<file path="src/rtl/ex_mem_stage.sv">
// rtl/ex_mem_stage.sv - EX->MEM pipeline register with stall, flush and bubble insertion
// Multiply-accumulate feedback (hilo_temp_o / cnt_o) is built only when EX_MEM_MADD_EN is defined.
module ex_mem_stage #(
  parameter int DATA_W     = 32,
  parameter int REG_ADDR_W = 5,
  parameter int ALUOP_W    = 8,
  parameter int CNT_W      = 2
) (
  input  logic                  clk,
  input  logic                  rst,
  input  logic                  flush,
  input  logic                  stall_ex,
  input  logic                  stall_mem,
  input  logic [REG_ADDR_W-1:0] ex_wd,
  input  logic                  ex_wreg,
  input  logic [DATA_W-1:0]     ex_wdata,
  input  logic                  ex_whilo,
  input  logic [DATA_W-1:0]     ex_hi,
  input  logic [DATA_W-1:0]     ex_lo,
  input  logic [ALUOP_W-1:0]    ex_aluop,
  input  logic [DATA_W-1:0]     ex_mem_addr,
  input  logic [DATA_W-1:0]     ex_reg2,
`ifdef EX_MEM_MADD_EN
  input  logic [2*DATA_W-1:0]   ex_hilo_temp,
  input  logic [CNT_W-1:0]      ex_cnt,
  output logic [2*DATA_W-1:0]   hilo_temp_o,
  output logic [CNT_W-1:0]      cnt_o,
`endif
  output logic [REG_ADDR_W-1:0] mem_wd,
  output logic                  mem_wreg,
  output logic [DATA_W-1:0]     mem_wdata,
  output logic                  mem_whilo,
  output logic [DATA_W-1:0]     mem_hi,
  output logic [DATA_W-1:0]     mem_lo,
  output logic [ALUOP_W-1:0]    mem_aluop,
  output logic [DATA_W-1:0]     mem_mem_addr,
  output logic [DATA_W-1:0]     mem_reg2,
  output logic                  mem_valid
);

  typedef struct packed {
    logic                  valid;
    logic [REG_ADDR_W-1:0] wd;
    logic                  wreg;
    logic [DATA_W-1:0]     wdata;
    logic                  whilo;
    logic [DATA_W-1:0]     hi;
    logic [DATA_W-1:0]     lo;
    logic [ALUOP_W-1:0]    aluop;
    logic [DATA_W-1:0]     mem_addr;
    logic [DATA_W-1:0]     reg2;
  } slot_t;

  slot_t slot_q;
  slot_t slot_d;
  slot_t ex_slot;

  always_comb begin
    ex_slot = '{valid:    1'b1,
                wd:       ex_wd,
                wreg:     ex_wreg,
                wdata:    ex_wdata,
                whilo:    ex_whilo,
                hi:       ex_hi,
                lo:       ex_lo,
                aluop:    ex_aluop,
                mem_addr: ex_mem_addr,
                reg2:     ex_reg2};
  end

  // Priority: flush, advance, bubble, hold. An all-zero slot is the NOP bubble.
  always_comb begin
    slot_d = slot_q;
    if (flush) begin
      slot_d = '0;
    end else if (!stall_ex) begin
      slot_d = ex_slot;
    end else if (!stall_mem) begin
      slot_d = '0;
    end
  end

  always_ff @(posedge clk or posedge rst) begin
    if (rst) begin
      slot_q <= '0;
    end else begin
      slot_q <= slot_d;
    end
  end

  assign mem_valid    = slot_q.valid;
  assign mem_wd       = slot_q.wd;
  assign mem_wreg     = slot_q.wreg;
  assign mem_wdata    = slot_q.wdata;
  assign mem_whilo    = slot_q.whilo;
  assign mem_hi       = slot_q.hi;
  assign mem_lo       = slot_q.lo;
  assign mem_aluop    = slot_q.aluop;
  assign mem_mem_addr = slot_q.mem_addr;
  assign mem_reg2     = slot_q.reg2;

`ifdef EX_MEM_MADD_EN
  logic [2*DATA_W-1:0] hilo_temp_q;
  logic [2*DATA_W-1:0] hilo_temp_d;
  logic [CNT_W-1:0]    cnt_q;
  logic [CNT_W-1:0]    cnt_d;
  logic                capture_fb;

  // EX only needs its intermediate back while it is stalled and not being flushed.
  assign capture_fb = !flush && stall_ex;

  always_comb begin
    hilo_temp_d = '0;
    cnt_d       = '0;
    if (capture_fb) begin
      hilo_temp_d = ex_hilo_temp;
      cnt_d       = ex_cnt;
    end
  end

  always_ff @(posedge clk or posedge rst) begin
    if (rst) begin
      hilo_temp_q <= '0;
      cnt_q       <= '0;
    end else begin
      hilo_temp_q <= hilo_temp_d;
      cnt_q       <= cnt_d;
    end
  end

  assign hilo_temp_o = hilo_temp_q;
  assign cnt_o       = cnt_q;
`else
  // Keeps CNT_W referenced when the feedback storage is compiled out.
  logic [CNT_W-1:0] unused_cnt_w;
  assign unused_cnt_w = '0;
`endif

endmodule

</file>
<file path="config.mk">
export PLATFORM = sky130hd
export DESIGN_NAME = ex_mem_stage
export DESIGN_NICKNAME = d
export VERILOG_FILES = /design/src/rtl/ex_mem_stage.sv
export SDC_FILE = /design/constraint.sdc
export NUM_CORES = 1
export LEC_CHECK = 0
export CAP_MARGIN = 10
export CORE_MARGIN = 4
export CORE_UTILIZATION = 30
export DETAILED_ROUTE_END_ITERATION = 16
export GPL_ROUTABILITY_DRIVEN = 0
export GPL_TIMING_DRIVEN = 0
export PLACE_DENSITY = 0.67
export SYNTH_ARGS = -nofsm -noshare
export SYNTH_HDL_FRONTEND = slang
export SYNTH_SLANG_ARGS = --single-unit
</file>
<file path="constraint.sdc">
create_clock -name clk -period 8 [get_ports clk]
set_clock_uncertainty 0.1 [all_clocks]
set_input_delay 1.6 -clock clk [delete_from_list [all_inputs] [get_ports clk]]
set_output_delay 1.6 -clock clk [all_outputs]
set_load 0.02 [all_outputs]
</file>
* Word-level counts from Yosys, hierarchy flattened
Index checks and enable logic that the tools add are counted.
** Storage, ports and cells
- Flip-flop bits (word level) :: 176
- Input port bits :: 180
- Output and inout port bits :: 176
** Operators by class
- Equality and inequality tests :: 1
- Muxes and demuxes :: 3
** Operators with widths (number)
- $mux 176 :: 3
- $ne 3x3->1 const B :: 1

* Longest topological paths before layout
- Depth after elaboration :: 3
- Mapped depth :: 6
- Gate-level depth less buffers :: 2

* Least setup slack after synthesis
No wires, ideal clock.
- Path kind :: input-to-reg
- From :: input port stall_mem
- To :: register slot_q (netlist bit mem_hi[10])
- Library setup time :: 0.122 ns
- Data arrival time :: 2.458 ns
- Required time :: 7.778 ns
- Slack :: 5.320 ns
- Stages :: 6
- Buffers on the path :: 4
- Path through :: buf_6 -> and2_1 -> buf_6 -> buf_6 -> buf_6 -> a32o_1
** Between the ends
- Word-level cells in the longest chain between the ends :: 1
** RTL lines
- from (decl) :: line 13 : input logic stall_mem,
- $ne 3x3->1 (no line)
- to (signal assigned) :: line 87 : slot_q <= slot_d;
- to (decl) :: line 54 : slot_t slot_q;
Every way passes these cells.
A chain may end at the register's enable or synchronous reset.

* Worst setup path after layout
- From :: register slot_q (netlist bit mem_valid)
- To :: output port mem_valid
** RTL lines
- to (decl) :: line 38 : output logic mem_valid
No word-level cell between the ends.

==> impl_metrics.env <==
export IMPL_post_route_period_util_pct=39.4
export IMPL_dr_first_iter_drc_count=256
export IMPL_post_cts_setup_buffers=0
export IMPL_vias=5556
export IMPL_yosysTopAreaCell="dfrtp_1"
export IMPL_areaGrowthSynthToFinish_pct=69.4
export IMPL_synth_avg_cell_area_um2=15.6
export IMPL_wl_met3_mm=2.16
export IMPL_max_slew_worst_pin_slew_ps=625
export IMPL_stdcell_count=1078
export IMPL_io_pins=356
export IMPL_die_height_um=155
export IMPL_synth_edf_count=0
export IMPL_cts_tree="done"
export IMPL_drv_slew=0
export IMPL_drive_above_1_share_pct=8.72
export IMPL_status="finished clean"
export IMPL_grt_max_degree=91
export IMPL_dieArea_mm2=0.0240
export IMPL_antenna_found_initial=0
export IMPL_start_util_pct=30.6
export IMPL_critPathMaxFanout=2
export IMPL_synth_simple_area_share_pct=0.309
export IMPL_overflow=0
export IMPL_clock_latency_ps=420
export IMPL_cp_num_cells=1
export IMPL_postCtsHoldBufs=0
export IMPL_synth_common_cells="176 x dfrtp_1, 175 x a32o_1, 32 x buf_2, 21 x clkbuf_1, 4 x buf_6"
export IMPL_start_kind="flop"
export IMPL_rrSetupSlack_ps=7130
export IMPL_finalPower_mw=2.13
export IMPL_dp_hpwl_mm=16.5
export IMPL_coreArea_mm2=0.0212
export IMPL_async_flop_share_pct=100
export IMPL_wl_mm=22.6
export IMPL_fmax_mhz=318
export IMPL_diodes=0
export IMPL_synth_top_area_share_pct=68.0
export IMPL_syn_nets=596
export IMPL_synth_ff_type="dfrtp_1"
export IMPL_h_tree_depth=4
export IMPL_grt_pass1_vias=6106
export IMPL_path_buf_inv=1
export IMPL_ys_ff_latch=176
export IMPL_rsz0062_at_grt="false"
export IMPL_dp_slack_ps=4420
export IMPL_die_x_um=155
export IMPL_nNetsFinal=970
export IMPL_rows=53
export IMPL_syn_inst=416
export IMPL_synth_area_mux_share_pct=0
export IMPL_avgRoutedWirePerCell_um=21.0
export IMPL_cts_sinks=176
export IMPL_synthTopCellsByArea="dfrtp_1 68%, a32o_1 27%, buf_2 2.5%"
export IMPL_peakVddDrop_mv=0.142
export IMPL_route_top_layer_used="met4"
export IMPL_yosysMostFrequentCell="dfrtp_1"
export IMPL_ys_seq_area_share_pct=68.0
export IMPL_cts_path_max_buffers=2
export IMPL_setup_viol=0
export IMPL_min_delay_path_depth=1
export IMPL_placed_cell_area_mm2=0.0104
export IMPL_hold_viol_final=0
export IMPL_yosysWarnings=0
export IMPL_r2r_cells=1
export IMPL_synth_area_mm2=0.00648
export IMPL_p_per_area_mw_per_mm2=194
export IMPL_cts_made_buffers=17
export IMPL_cts_root_buffer="clkbuf_16"
export IMPL_grt_pass1_wl_mm=35.0
export IMPL_setup_worst_path_class="flop to primary output"
export IMPL_maxCapViolations=0
export IMPL_fin_area_mm2=0.0110
export IMPL_fin_ws_ps=4850
export IMPL_synth_xor_xnor_area_share_pct=0
export IMPL_clkSlewWorstSetupHoldPaths_ps=70
export IMPL_synth_cell_type_count=13
export IMPL_relSlewSlack_pct=58.3
export IMPL_via_per_inst=5.15
export IMPL_track_usage_pct=18.5
export IMPL_synth_compound_area_share_pct=27.1
export IMPL_worstPathRequired_ps=6300
export IMPL_drcViolationCount=0
export IMPL_synth_top_family_by_area="compound AO/OA/AOI/OAI gates"
export IMPL_first_pass_iters=4
export IMPL_slowest_delay_ps=680
export IMPL_min_path_type="flop to flop"
export IMPL_synth_fa_ha_area_share_pct=0
export IMPL_port_buffers=354
export IMPL_cts_resized=0
export IMPL_critPathTopFamily="buffers and inverters"
export IMPL_path_cells="clkdlybuf4s50_1"
export IMPL_critPathSlowestCell="clkdlybuf4s50_1"
export IMPL_drt_met1_wl_mm=9.03
export IMPL_dp_cells=1046
export IMPL_cp_end_kind="primary output"
export IMPL_cp_arrival_ps=1450
export IMPL_finalCriticalPeriod_ps=3150
export IMPL_ant_nets=0
export IMPL_dr_wl_met2_mm=11.2
export IMPL_p_leak_nw=4.56
-- registers in the layout (all words and copies together), names as in the netlist --
| name | count |
|---|---|
| mem_wreg | 1 |
| mem_valid | 1 |
| mem_mem_addr | 32 |
| mem_wd | 5 |
| mem_whilo | 1 |
| mem_wdata | 32 |
| mem_lo | 32 |
| mem_aluop | 8 |
| mem_hi | 32 |
| mem_reg2 | 32 |
-- final cells by class --
cell class | count | area, um^2
flip-flops and latches | 176 | 4400
fillers | 1835 | 10200
inverters | 2 | 15.0
plain buffers | 58 | 288
clock buffers | 20 | 457
well taps | 275 | 344
repair buffers | 355 | 3570
multi-input cells | 180 | 1780
clock inverters | 12 | 114
-- metal layers --
| metal | track usage (%) | up-vias |
|---|---|---|
| met5 | 0 | - |
| met4 | 4.46 | 0 |
| met3 | 7.26 | 16 |
| met2 | 30.9 | 241 |
| met1 | 22.6 | 2804 |
| li1 | - | 2495 |
-- stage by stage --
step                TNS, ps  utilization, %  hold WS (ps)
global placement    -193060            49.0           402
detailed placement        0            49.2           410
finish                    0            51.9           421
floorplan                 0               -           515
global route              0            51.9           443
CTS                       0            51.9           426
-- cell families (layout without fill, tap and decap cells) --
group           count (synthesis)  count (layout)
simple gates                    4               4
flops                         176             176
buf+inv                        60             447
compound gates                176             176
-- layout by cell type (no fill, tap or decap), types with 2 or more instances in the layout --
cell type and n:
buf_2 32, dfrtp_1 176, clkdlybuf4s50_1 354, buf_6 4, a32o_1 175, clkbuf_1 22
inv_6 6, inv_8 5, clkbuf_8 2, clkbuf_16 17
-- worst paths after layout --
check | start | end
max | mem_valid | mem_valid
min | mem_hi[25] | mem_hi[25]
max reg2reg | mem_lo[1] | mem_lo[1]
min reg2reg | mem_hi[25] | mem_hi[25]
max in group asynchronous | rst | mem_mem_addr[25]
min in group asynchronous | rst | mem_wdata[21]
-- where the power goes --
part / total [mW] / switching, mW / internal, mW / leakage (nW)
Sequential: 0.955 / 0.0233 / 0.931 / 2.36
Clock: 0.818 / 0.387 / 0.431 / 0.281
Combinational: 0.354 / 0.167 / 0.187 / 1.93
Note: power is estimated with default switching activity, not from simulation.
